## config.mk

```make
export PLATFORM = sky130hd
export DESIGN_NAME = vga_timing_gen_param
export DESIGN_NICKNAME = d
export VERILOG_FILES = /design/src/rtl/vga_timing_pkg.sv /design/src/rtl/vga_timing_gen_param_pattern.sv /design/src/rtl/vga_timing_gen_param.sv
export SDC_FILE = /design/constraint.sdc
export NUM_CORES = 1
export LEC_CHECK = 0
export ABC_AREA = 0
export CORE_MARGIN = 5
export CORE_UTILIZATION = 58
export CTS_BUF_LIST = sky130_fd_sc_hd__clkbuf_16
export CTS_CLUSTER_SIZE = 12
export DETAILED_ROUTE_END_ITERATION = 10
export GPL_ROUTABILITY_DRIVEN = 1
export PLACE_DENSITY = 0.89
export SETUP_SLACK_MARGIN = 0.1
export SYNTH_ARGS = -nofsm -noshare
export SYNTH_HDL_FRONTEND = slang
export SYNTH_SLANG_ARGS = --single-unit
```

## constraint.sdc

```tcl
create_clock -name VGA_CLK -period 9.5 [get_ports VGA_CLK]
set_input_delay 2.375 -clock VGA_CLK [delete_from_list [all_inputs] [get_ports VGA_CLK]]
set_output_delay 2.375 -clock VGA_CLK [all_outputs]
set_load 0.005 [all_outputs]
```

## src/rtl/vga_timing_pkg.sv

```systemverilog
// Shared definitions for the parametrised VGA timing generator: pattern mode
// encodings, the colour-bar table and reference timing sets.
package vga_timing_pkg;

    typedef enum logic [1:0] {
        MODE_EXT  = 2'd0,
        MODE_BARS = 2'd1,
        MODE_GRID = 2'd2,
        MODE_GRAD = 2'd3
    } vga_mode_e;

    // {R,G,B} on/off per bar; index 0 (white) is the leftmost bar.
    localparam logic [7:0][2:0] BAR_TABLE = {
        3'b000, 3'b001, 3'b100, 3'b101, 3'b010, 3'b011, 3'b110, 3'b111
    };

    typedef struct packed {
        int h_active;
        int h_fp;
        int h_sync;
        int h_bp;
        int v_active;
        int v_fp;
        int v_sync;
        int v_bp;
    } vga_timing_t;

    localparam vga_timing_t TIMING_1024X768_60 = '{1024, 24, 136, 160, 768, 3, 6, 29};
    localparam vga_timing_t TIMING_640X480_60  = '{640, 16, 96, 48, 480, 10, 2, 33};

endpackage

```

## src/rtl/vga_timing_gen_param_pattern.sv

```systemverilog
// Built-in test-pattern source: one register stage from the stage-1 pixel
// coordinates, so the pattern lines up with external frame-buffer data.
module vga_pattern_gen
    import vga_timing_pkg::*;
#(
    parameter int H_ACTIVE = 1024,
    parameter int V_ACTIVE = 768,
    parameter int COLOR_W  = 8,
    parameter int CNT_W    = 12,
    parameter int GRID     = 64
) (
    input  logic                   clk_i,
    input  logic                   rst_ni,
    input  logic                   req_i,
    input  logic [CNT_W-1:0]       x_i,
    input  logic [CNT_W-1:0]       y_i,
    input  vga_mode_e              mode_i,
    input  logic [COLOR_W-1:0]     frame_lsb_i,
    output logic [3*COLOR_W-1:0]   rgb_o,
    output logic                   ext_o
);

    localparam logic [CNT_W-1:0] BAR_LAST  = CNT_W'((H_ACTIVE >> 3) - 1);
    localparam logic [CNT_W-1:0] GRID_MASK = CNT_W'(GRID - 1);
    localparam logic [CNT_W-1:0] X_LAST    = CNT_W'(H_ACTIVE - 1);
    localparam logic [CNT_W-1:0] Y_LAST    = CNT_W'(V_ACTIVE - 1);

    logic [2:0]           bar_idx_q, bar_idx_d, bar_cur;
    logic [CNT_W-1:0]     bar_cnt_q, bar_cnt_d, cnt_cur;
    logic [2:0]           bar_on;
    logic                 grid_on;
    logic [3*COLOR_W-1:0] rgb_q, rgb_d;
    logic                 ext_q, ext_d;

    always_comb begin
        // X == 0 restarts the bar walk at the start of every active line.
        bar_cur   = (x_i == '0) ? 3'd0 : bar_idx_q;
        cnt_cur   = (x_i == '0) ? '0 : bar_cnt_q;
        bar_idx_d = bar_idx_q;
        bar_cnt_d = bar_cnt_q;
        if (req_i) begin
            if (cnt_cur == BAR_LAST && bar_cur != 3'd7) begin
                bar_idx_d = bar_cur + 3'd1;
                bar_cnt_d = '0;
            end else begin
                // The last bar absorbs the remainder, so it stops counting.
                bar_idx_d = bar_cur;
                bar_cnt_d = (bar_cur == 3'd7) ? cnt_cur : cnt_cur + 1'b1;
            end
        end

        bar_on  = BAR_TABLE[bar_cur];
        grid_on = ((x_i & GRID_MASK) == '0) || ((y_i & GRID_MASK) == '0) ||
                  (x_i == X_LAST) || (y_i == Y_LAST);

        ext_d = (mode_i == MODE_EXT);
        rgb_d = '0;
        if (req_i) begin
            unique case (mode_i)
                MODE_BARS: rgb_d = {{COLOR_W{bar_on[2]}}, {COLOR_W{bar_on[1]}}, {COLOR_W{bar_on[0]}}};
                MODE_GRID: rgb_d = {(3*COLOR_W){grid_on}};
                MODE_GRAD: rgb_d = {x_i[COLOR_W-1:0], y_i[COLOR_W-1:0], frame_lsb_i};
                default:   rgb_d = '0;
            endcase
        end
    end

    always_ff @(posedge clk_i or negedge rst_ni) begin
        if (!rst_ni) begin
            bar_idx_q <= '0;
            bar_cnt_q <= '0;
            rgb_q     <= '0;
            ext_q     <= 1'b1;
        end else begin
            bar_idx_q <= bar_idx_d;
            bar_cnt_q <= bar_cnt_d;
            rgb_q     <= rgb_d;
            ext_q     <= ext_d;
        end
    end

    assign rgb_o = rgb_q;
    assign ext_o = ext_q;

endmodule

```

## src/rtl/vga_timing_gen_param.sv

```systemverilog
// Parametrised VGA timing generator: counters, sync/DE, pixel requests to an
// external frame buffer and a per-frame selectable built-in test pattern.
module vga_timing_gen_param
    import vga_timing_pkg::*;
#(
    parameter int H_ACTIVE = 1024,
    parameter int H_FP     = 24,
    parameter int H_SYNC   = 136,
    parameter int H_BP     = 160,
    parameter int V_ACTIVE = 768,
    parameter int V_FP     = 3,
    parameter int V_SYNC   = 6,
    parameter int V_BP     = 29,
    parameter bit HS_POL   = 1'b0,
    parameter bit VS_POL   = 1'b0,
    parameter int COLOR_W  = 8,
    parameter int CNT_W    = 12,
    parameter int GRID     = 64
) (
    input  logic                 VGA_CLK,
    input  logic                 VGA_RST_N,
    input  logic [1:0]           VGA_MODE,
    input  logic [3*COLOR_W-1:0] VGA_BUF_RGB,
    output logic                 VGA_REQ,
    output logic [CNT_W-1:0]     VGA_X,
    output logic [CNT_W-1:0]     VGA_Y,
    output logic                 VGA_SOF,
    output logic [15:0]          VGA_FRAME_CNT,
    output logic                 VGA_HSYNC,
    output logic                 VGA_VSYNC,
    output logic                 VGA_DE,
    output logic [COLOR_W-1:0]   VGA_R,
    output logic [COLOR_W-1:0]   VGA_G,
    output logic [COLOR_W-1:0]   VGA_B,
    output logic                 VGA_SYNC_N,
    output logic                 VGA_BLANK_N
);

    localparam int H_TOTAL = H_ACTIVE + H_FP + H_SYNC + H_BP;
    localparam int V_TOTAL = V_ACTIVE + V_FP + V_SYNC + V_BP;

    localparam logic [CNT_W-1:0] H_ACT_C  = CNT_W'(H_ACTIVE);
    localparam logic [CNT_W-1:0] H_LAST_C = CNT_W'(H_TOTAL - 1);
    localparam logic [CNT_W-1:0] HS_BEG_C = CNT_W'(H_ACTIVE + H_FP);
    localparam logic [CNT_W-1:0] HS_END_C = CNT_W'(H_ACTIVE + H_FP + H_SYNC);
    localparam logic [CNT_W-1:0] V_ACT_C  = CNT_W'(V_ACTIVE);
    localparam logic [CNT_W-1:0] V_LAST_C = CNT_W'(V_TOTAL - 1);
    localparam logic [CNT_W-1:0] VS_BEG_C = CNT_W'(V_ACTIVE + V_FP);
    localparam logic [CNT_W-1:0] VS_END_C = CNT_W'(V_ACTIVE + V_FP + V_SYNC);

    logic [CNT_W-1:0]     h_cnt_q, h_cnt_d, v_cnt_q, v_cnt_d;
    logic [15:0]          frame_cnt_q, frame_cnt_d;
    vga_mode_e            mode_q, mode_d;
    logic                 frame_end, active, hs_act, vs_act;
    logic                 req_p1_q, sof_p1_q, hs_p1_q, vs_p1_q;
    logic [CNT_W-1:0]     x_p1_q, y_p1_q;
    logic                 req_p2_q, hs_p2_q, vs_p2_q;
    logic [3*COLOR_W-1:0] pat_rgb;
    logic                 pat_ext;
    logic                 de_q, hs_q, vs_q;
    logic [3*COLOR_W-1:0] rgb_q, rgb_d;

    always_comb begin
        frame_end = (h_cnt_q == H_LAST_C) && (v_cnt_q == V_LAST_C);
        h_cnt_d   = h_cnt_q + 1'b1;
        v_cnt_d   = v_cnt_q;
        if (h_cnt_q == H_LAST_C) begin
            h_cnt_d = '0;
            v_cnt_d = (v_cnt_q == V_LAST_C) ? '0 : v_cnt_q + 1'b1;
        end
        // Mode only changes on the frame wrap so a frame never mixes patterns.
        mode_d      = frame_end ? vga_mode_e'(VGA_MODE) : mode_q;
        frame_cnt_d = frame_end ? frame_cnt_q + 16'd1 : frame_cnt_q;
        active      = (h_cnt_q < H_ACT_C) && (v_cnt_q < V_ACT_C);
        hs_act      = (h_cnt_q >= HS_BEG_C) && (h_cnt_q < HS_END_C);
        vs_act      = (v_cnt_q >= VS_BEG_C) && (v_cnt_q < VS_END_C);
        rgb_d       = '0;
        if (req_p2_q) begin
            rgb_d = pat_ext ? VGA_BUF_RGB : pat_rgb;
        end
    end

    always_ff @(posedge VGA_CLK or negedge VGA_RST_N) begin
        if (!VGA_RST_N) begin
            h_cnt_q     <= '0;
            v_cnt_q     <= '0;
            frame_cnt_q <= '0;
            mode_q      <= MODE_EXT;
        end else begin
            h_cnt_q     <= h_cnt_d;
            v_cnt_q     <= v_cnt_d;
            frame_cnt_q <= frame_cnt_d;
            mode_q      <= mode_d;
        end
    end

    // Stage 1: request, coordinates and sync levels from the counters.
    always_ff @(posedge VGA_CLK or negedge VGA_RST_N) begin
        if (!VGA_RST_N) begin
            req_p1_q <= 1'b0;
            sof_p1_q <= 1'b0;
            x_p1_q   <= '0;
            y_p1_q   <= '0;
            hs_p1_q  <= ~HS_POL;
            vs_p1_q  <= ~VS_POL;
        end else begin
            req_p1_q <= active;
            sof_p1_q <= active && (h_cnt_q == '0) && (v_cnt_q == '0);
            x_p1_q   <= active ? h_cnt_q : '0;
            y_p1_q   <= active ? v_cnt_q : '0;
            hs_p1_q  <= hs_act ? HS_POL : ~HS_POL;
            vs_p1_q  <= vs_act ? VS_POL : ~VS_POL;
        end
    end

    // Stage 2: external buffer answers here; pattern register runs in parallel.
    vga_pattern_gen #(
        .H_ACTIVE (H_ACTIVE),
        .V_ACTIVE (V_ACTIVE),
        .COLOR_W  (COLOR_W),
        .CNT_W    (CNT_W),
        .GRID     (GRID)
    ) u_pattern (
        .clk_i       (VGA_CLK),
        .rst_ni      (VGA_RST_N),
        .req_i       (req_p1_q),
        .x_i         (x_p1_q),
        .y_i         (y_p1_q),
        .mode_i      (mode_q),
        .frame_lsb_i (frame_cnt_q[COLOR_W-1:0]),
        .rgb_o       (pat_rgb),
        .ext_o       (pat_ext)
    );

    always_ff @(posedge VGA_CLK or negedge VGA_RST_N) begin
        if (!VGA_RST_N) begin
            req_p2_q <= 1'b0;
            hs_p2_q  <= ~HS_POL;
            vs_p2_q  <= ~VS_POL;
        end else begin
            req_p2_q <= req_p1_q;
            hs_p2_q  <= hs_p1_q;
            vs_p2_q  <= vs_p1_q;
        end
    end

    // Stage 3: output registers; colour is forced to zero outside DE.
    always_ff @(posedge VGA_CLK or negedge VGA_RST_N) begin
        if (!VGA_RST_N) begin
            de_q  <= 1'b0;
            hs_q  <= ~HS_POL;
            vs_q  <= ~VS_POL;
            rgb_q <= '0;
        end else begin
            de_q  <= req_p2_q;
            hs_q  <= hs_p2_q;
            vs_q  <= vs_p2_q;
            rgb_q <= rgb_d;
        end
    end

    assign VGA_REQ       = req_p1_q;
    assign VGA_X         = x_p1_q;
    assign VGA_Y         = y_p1_q;
    assign VGA_SOF       = sof_p1_q;
    assign VGA_FRAME_CNT = frame_cnt_q;
    assign VGA_HSYNC     = hs_q;
    assign VGA_VSYNC     = vs_q;
    assign VGA_DE        = de_q;
    assign VGA_R         = rgb_q[3*COLOR_W-1:2*COLOR_W];
    assign VGA_G         = rgb_q[2*COLOR_W-1:COLOR_W];
    assign VGA_B         = rgb_q[COLOR_W-1:0];
    assign VGA_SYNC_N    = 1'b0;
    assign VGA_BLANK_N   = de_q;

endmodule

```

==> summary.md, run 1 <==
| Metric | Value |
|---|---|
| CP Max Fanout | 12 |
| Critical-path cell list | or4_1, or4_1, and2_1, ha_1, ha_1, nand4b_1, nor4_2, o21ai_0, mux2_2 |
| Post-CTS Repair Setup Buffers | 0 |
| Max-cap violations | 0 |
| Peak Freq | 0.231 GHz |
| Row count | 38 |
| Synth async-reset ratio | 100% |
| First-pass GRT wire length | 24.0 mm |
| Post-Syn Instances | 568 |
| Core area | 10,800 um^2 |
| Layout area overhead | 25.2% |
| Count leader, synth | dfrtp_1 |
| Horiz. Die Dim | 115 um |
| HP Class | register to register |
| WHS Endpoint | hs_p2_q |
| CP arrival | 4630 ps |
| Clock latency on the worst-skew pair | 430 ps |
| Ys flop type | dfrtp_1 |
| # IOs | 99 |
| EDFF count, synth | 0 |
| Worst hold start | hs_p1_q |
| Fillers | 714 |
| Post-synth top area cell | dfrtp_1 |
| Nets@finish | 695 |
| Worst setup path class | register to register |
| Number of H-tree levels | 4 |
| Sw Share | 21.6% |
| Grt ovf | 0 |
| Hold buffers post-CTS | 0 |
| DR WL/cell | 17.8 um |
| Root Driver | clkbuf_16 |
| Critical Path Start Type | register |
| Initial DRC count | 245 |
| PortBufs | 97 |
| Reg2Reg Depth | 9 |
| Share of layout cells above drive strength 1 | 9.85% |
| CP top delay family | simple AND/OR/NAND/NOR gates |
| Max Root-Sink Buffers | 2 |
| Total die area | 13,100 um^2 |
| Syn Std Cell Area | 6340 um^2 |
| GP Congestion | 0.870 |
| TritonCTS clock tree | yes |
| Initial Util | 58.8% |
| Total Routing Usage GR | 23.4% |
| Die Height | 115 um |
| Average size of a mapped cell | 11.2 um^2 |
| Largest net degree at the start of global routing | 91 |
| Proportion of netlist area held by the largest area contributor | 52.5% |
| Routed vias | 4,753 |
| Fin. Hold Viols | 0 |
| Max-slew violations | 0 |
| Clk sink count | 140 |
| Clock buffer count from CTS | 17 |
| Status | completed |
| Hold Slack | 356 ps |
| Number of global-route vias before repair | 4,704 |
| CP endpoint kind | register |
| Worst path bufs/invs | 0 |
| RR Endpoint | u_pattern.bar_idx_q[0] |
| Seq. cell area | 3510 um^2 |
| Hpwl dp | 10.1 mm |
| Cts repair resizes | 0 |
| Top cells by count, synth | dfrtp_1 (133), nand2_1 (45), mux2i_1 (29), nor2_1 (27), nor2b_1 (25) |
| CP peak stage delay | 750 ps |
| Tmin final | 4330 ps |
| Area of the multi-input gates | 2650 um^2 |
| Clock Power Share | 48.5% |
| Psw | 0.271 mW |
| PD cells | 158 nW/um^2 |
| Area contributors post-synth | dfrtp_1 (52%), mux2i_1 (4.6%), a41oi_1 (3.3%) |
| First-pass iteration count of the detailed router | 5 |
| Post-Route Setup TNS | 0 ps |
| Antenna violations before repair | 0 |
| Sequential power share | 48.1% |
| Hold Crit Depth | 0 |
| R2r startpoint | VGA_X[1] |
| Sequential fraction of the synthesis area | 55.4% |
| Final period util | 45.6% |
| Slew HR | 29.6% |
| Final WL | 14.4 mm |
| Via-to-Cell Ratio | 5.87 |
| Proportion of power drawn by combinational gates | 3.4% |
| Worst ir drop on vdd | 0.000116 V |
| Critical Path RT | 9800 ps |
| Leakage | 3.52 nW |
| Reg clk slew, reported paths | 60 ps |
| Antenna-violating nets left | 0 |
| ANT cells | 0 |
| Slowest cell on crit path | or4_1 |
| Yosys cell types | 52 |
| Post-Route Skew | 20.2 ps |
| Endpoints failing setup | 0 |
| Flops & latches, synth | 140 |
| Unrepaired setup endpoints after global routing | no |
| Ys Warns | 0 |
| DRC violations left | 0 |
| Flop-to-flop setup slack | 5170 ps |
| Int Power | 0.984 mW |
| Total power | 1.26 mW |
| Worst-Margin Slew | 1060 ps |
==> cells by family after synthesis <==
group	share of synthesized area, %
simple gates	21.8
fa+ha+maj	1.97
xor+xnor	4.00
compound gates	8.17
other cells	0.0591
mux	5.29
buf+inv	3.31
flops	55.4
==> worst register-to-register path: stages, from the launching register on <==
cell      delay (ps)
dfrtp_1          410
or4_1            600
or4_1            750
and2_1           270
ha_1             210
ha_1             260
nand4b_1         360
nor4_2           730
o21ai_0          290
mux2_2           340
==> power by group through the flow <==
stage          clock [mW]  sequential, mW  combinational [mW]
2_1_floorplan           0           0.616             0.00583
3_3_place_gp            0           0.615              0.0426
3_5_place_dp            0           0.615              0.0435
4_1_cts             0.617           0.604              0.0440
5_1_grt             0.644           0.605              0.0476
6_report            0.609           0.604              0.0425
==> cell usage in the layout, fill, tap and decap left out, types with 10 or more instances in the layout <==
master	n
nor2_1	27
inv_1	13
nand3_1	19
o21ai_0	11
clkbuf_16	17
nand2_1	45
xnor2_1	11
nor4_2	13
nand4_1	17
nor2b_1	25
or4_1	10
clkdlybuf4s50_1	96
xor2_1	18
and2_1	22
nor3_1	23
mux2i_1	29
nor4_1	11
dfrtp_1	133
ha_1	10
a41oi_1	24
==> registers in the layout, indices dropped and copies added (netlist names), 2 cells and up <==
| signal | flops |
|---|---|
| VGA_FRAME_CNT | 16 |
| h_cnt_q | 12 |
| rgb_q | 24 |
| u_pattern.rgb_o | 24 |
| u_pattern.bar_cnt_q | 12 |
| VGA_Y | 12 |
| mode_q | 2 |
| v_cnt_q | 12 |
| VGA_X | 12 |
| u_pattern.bar_idx_q | 3 |
==> how the worst max path moves through the flow <==
stage               cells past startpoint     start  slack, ps                     end
finish                                  9  VGA_X[1]       5170  u_pattern.bar_idx_q[0]
global route                            9  VGA_X[1]       4970  u_pattern.bar_idx_q[0]
CTS                                     9  VGA_X[1]       5280  u_pattern.bar_idx_q[0]
detailed placement                      9  VGA_X[1]       5310  u_pattern.bar_idx_q[0]
global placement                        9  VGA_X[1]       5430  u_pattern.bar_idx_q[0]
floorplan                              10  VGA_X[1]       5800  u_pattern.bar_idx_q[0]
==> metal layers <==
layer | track usage [%] | share of wire [%]
met2 | 38.3 | 50
met1 | 29.9 | 41
met3 | 5.71 | 5.7
met5 | 0 | 0
met4 | 9.74 | 2.8
==> stage by stage <==
stage	setup slack, ps	cell area (um^2)	instances	utilization [%]
floorplan	5800	6360	572	-
global placement	5430	7390	778	68.5
detailed placement	5310	7390	778	68.5
CTS	5280	7940	810	73.6
global route	4970	7940	810	73.6
finish	5170	7940	810	73.6
==> cell type report <==
cell class | count | area share [%]
clock buffers | 17 | 5.36
clock inverters | 15 | 1.56
inverters | 14 | 0.662
multi-input cells | 383 | 33.4
flip-flops and latches | 140 | 44.2
well taps | 140 | 2.21
repair buffers | 101 | 12.6
(Power assumes the default switching activity.)
==> run 2: changes to the inputs <==
- CORE_UTILIZATION: 58 -> 54
- PLACE_DENSITY: 0.89 -> 0.84
- clock period: 9.5 -> 4.1 ns (I/O delays scaled with it)
==> run 2 against run 1 <==
Against the previous run:
- critical path depth stayed put
- routed wire length is 2.2% higher
- count of clock-buffer cells in the layout stayed put
- first-iteration DRC count is 43% higher
- sequential share of layout area is 0.36 points lower
- sequential cell count stayed put
- global-route usage is 1.4 points lower
- maximum frequency is 15% higher
- register-to-register slack worse by 4800 ps
- clock skew is 13 ps lower
- setup slack worse by 4800 ps
- critical endpoint is now u_pattern.bar_cnt_q[0]
- largest cell class unchanged
==> summary.md, run 2 (same netlist as run 1, synthesis figures left out) <==
| Metric | Value |
|---|---|
| Status | completed |
| DR WL/cell | 18.0 um (+1.1%) |
| Most common cell after layout, fill and taps aside | dfrtp_1 |
| # IOs | 99 (unchanged) |
| Number of H-tree levels | 4 (unchanged) |
| Tmin final | 3780 ps (-551 ps) |
| Final Non-Filler Cells | 819 (+1.1%) |
| Final period util | 92.2% (+47 points) |
| Post-Route Setup TNS | 0 ps (unchanged) |
| Total Routing Usage GR | 22.0% (-1.4 points) |
| Post-route cell area | 8010 um^2 (+0.82%) |
| Antenna violations before repair | 0 (unchanged) |
| Int Power | 2.39 mW (+140%) |
| Clk sink count | 140 (unchanged) |
| Share of layout cells above drive strength 1 | 9.47% (-0.38 points) |
| CP endpoint kind | register |
| Sw Share | 19.5% (-2.1 points) |
| Worst-Margin Slew | 1090 ps (+33.4 ps) |
| Number of global-route vias before repair | 4,932 (+4.8%) |
| TritonCTS clock tree | yes |
| Via-to-Cell Ratio | 5.84 (-0.47%) |
| Largest net degree at the start of global routing | 100 (+9.9%) |
| Layout area overhead | 26.2% |
| Root Driver | clkbuf_16 |
| Clock buffer count from CTS | 17 (unchanged) |
| Sequential power share | 47.3% (-0.8 points) |
| Total die area | 14,000 um^2 (+6.8%) |
| Unrepaired setup endpoints after global routing | no |
| Cell count after placement | 787 (+1.2%) |
| Proportion of power drawn by combinational gates | 3.4% (about the same) |
| PD cells | 370 nW/um^2 (+130%) |
| Critical Path RT | 4390 ps (-5410 ps) |
| Reg2Reg Depth | 9 (unchanged) |
| Horiz. Die Dim | 118 um (+3.3%) |
| Worst ir drop on vdd | 0.000239 V (+110%) |
| Peak Freq | 0.264 GHz (+15%) |
| Initial DRC count | 350 (+43%) |
| Slew HR | 27.4% (-2.2 points) |
| Worst setup path class | register to register |
| Max Root-Sink Buffers | 2 (unchanged) |
| Hold buffers post-CTS | 0 (unchanged) |
| First-pass iteration count of the detailed router | 4 (-1) |
| First-pass GRT wire length | 25.0 mm (+4.2%) |
| CP arrival | 4070 ps (-560 ps) |
| GP Congestion | 0.963 (+11%) |
| Placement Cell Area | 7430 um^2 (+0.58%) |
| Fin. Hold Viols | 0 (unchanged) |
| Final WL | 14.7 mm (+2.2%) |
| ANT cells | 0 (unchanged) |
| Core area | 11,500 um^2 (+6.2%) |
| Most frequent cells in the layout | dfrtp_1 (133), clkdlybuf4s50_1 (96), nand2_1 (45) |
| Die Height | 118 um (+3.3%) |
| Antenna-violating nets left | 0 (unchanged) |
| HP Class | register to register |
| Routed vias | 4,783 (+0.63%) |
| Max-slew violations | 0 (unchanged) |
| Cts repair resizes | 0 (unchanged) |
| Reg clk slew, reported paths | 50 ps (about the same) |
| Nets@finish | 701 (+0.86%) |
| Hold Crit Depth | 0 (unchanged) |
| Leakage | 3.59 nW (+1.8%) |
| Post-Route Skew | 7.53 ps (-12.7 ps) |
| Post-CTS Repair Setup Buffers | 0 (unchanged) |
| Max-cap violations | 0 (unchanged) |
| Clock Power Share | 49.3% (+0.8 points) |
| Endpoints failing setup | 0 (unchanged) |
| Clock latency on the worst-skew pair | 410 ps (-20 ps) |
| Psw | 0.577 mW (+110%) |
| DRC violations left | 0 (unchanged) |
| PortBufs | 97 (unchanged) |
| CP Max Fanout | 6 (-6) |
| Grt ovf | 0 (unchanged) |
| Initial Util | 55.3% (-3.5 points) |
| Critical Path Start Type | register |
| Row count | 39 (+2.6%) |
| Hpwl dp | 10.5 mm (+4.1%) |
## run 2: critical path, cell delays in order, from the launching register on
cell,delay (ps)
dfrtp_1,400
or4_1,570
or4_1,560
and2_1,190
ha_1,190
ha_1,280
nand4b_1,340
or4_1,620
a31o_1,270
a22o_1,250
## run 2: area by class of cell
| class | instances | area (um^2) |
|---|---|---|
| flip-flops and latches | 140 | 3510 |
| clock buffers | 17 | 425 |
| fillers | 811 | 3460 |
| well taps | 143 | 179 |
| multi-input cells | 383 | 2640 |
| repair buffers | 107 | 1050 |
| clock inverters | 15 | 146 |
| inverters | 14 | 52.6 |
## run 2: final timing paths
kind / slack, ps / endpoint / start
min: 350 / hs_p2_q / hs_p1_q
max reg2reg: 320 / u_pattern.bar_cnt_q[0] / VGA_X[1]
min reg2reg: 350 / hs_p2_q / hs_p1_q
max in group asynchronous: 2550 / hs_p1_q / VGA_RST_N
max: 320 / u_pattern.bar_cnt_q[0] / VGA_X[1]
min in group asynchronous: 690 / h_cnt_q[10] / VGA_RST_N
## run 2: per-layer routing
metal / track usage (%) / share of wire [%]
met1: 26.9 / 40
met2: 36.5 / 51
met3: 5.59 / 5.4
met4: 11.0 / 3.4
met5: 0 / 0
## run 2: power by group through the flow
stage,combinational [mW],sequential [mW],clock [mW]
finish,0.100,1.40,1.46
global route,0.112,1.40,1.55
CTS,0.104,1.40,1.49
detailed placement,0.102,1.43,0
global placement,0.100,1.42,0
floorplan,0.0135,1.43,0
## run 2: per-stage QoR
step                      hold WS [ps]  setup slack, ps  util [%]  total power [mW]
final                              349              319      69.8              2.96
after global routing               351              188      69.8              3.07
after CTS                          353              347      69.8              2.99
after detailed placement           348              394      64.8              1.53
after global placement             348              537      64.8              1.52
after floorplan                    345              404         -              1.44
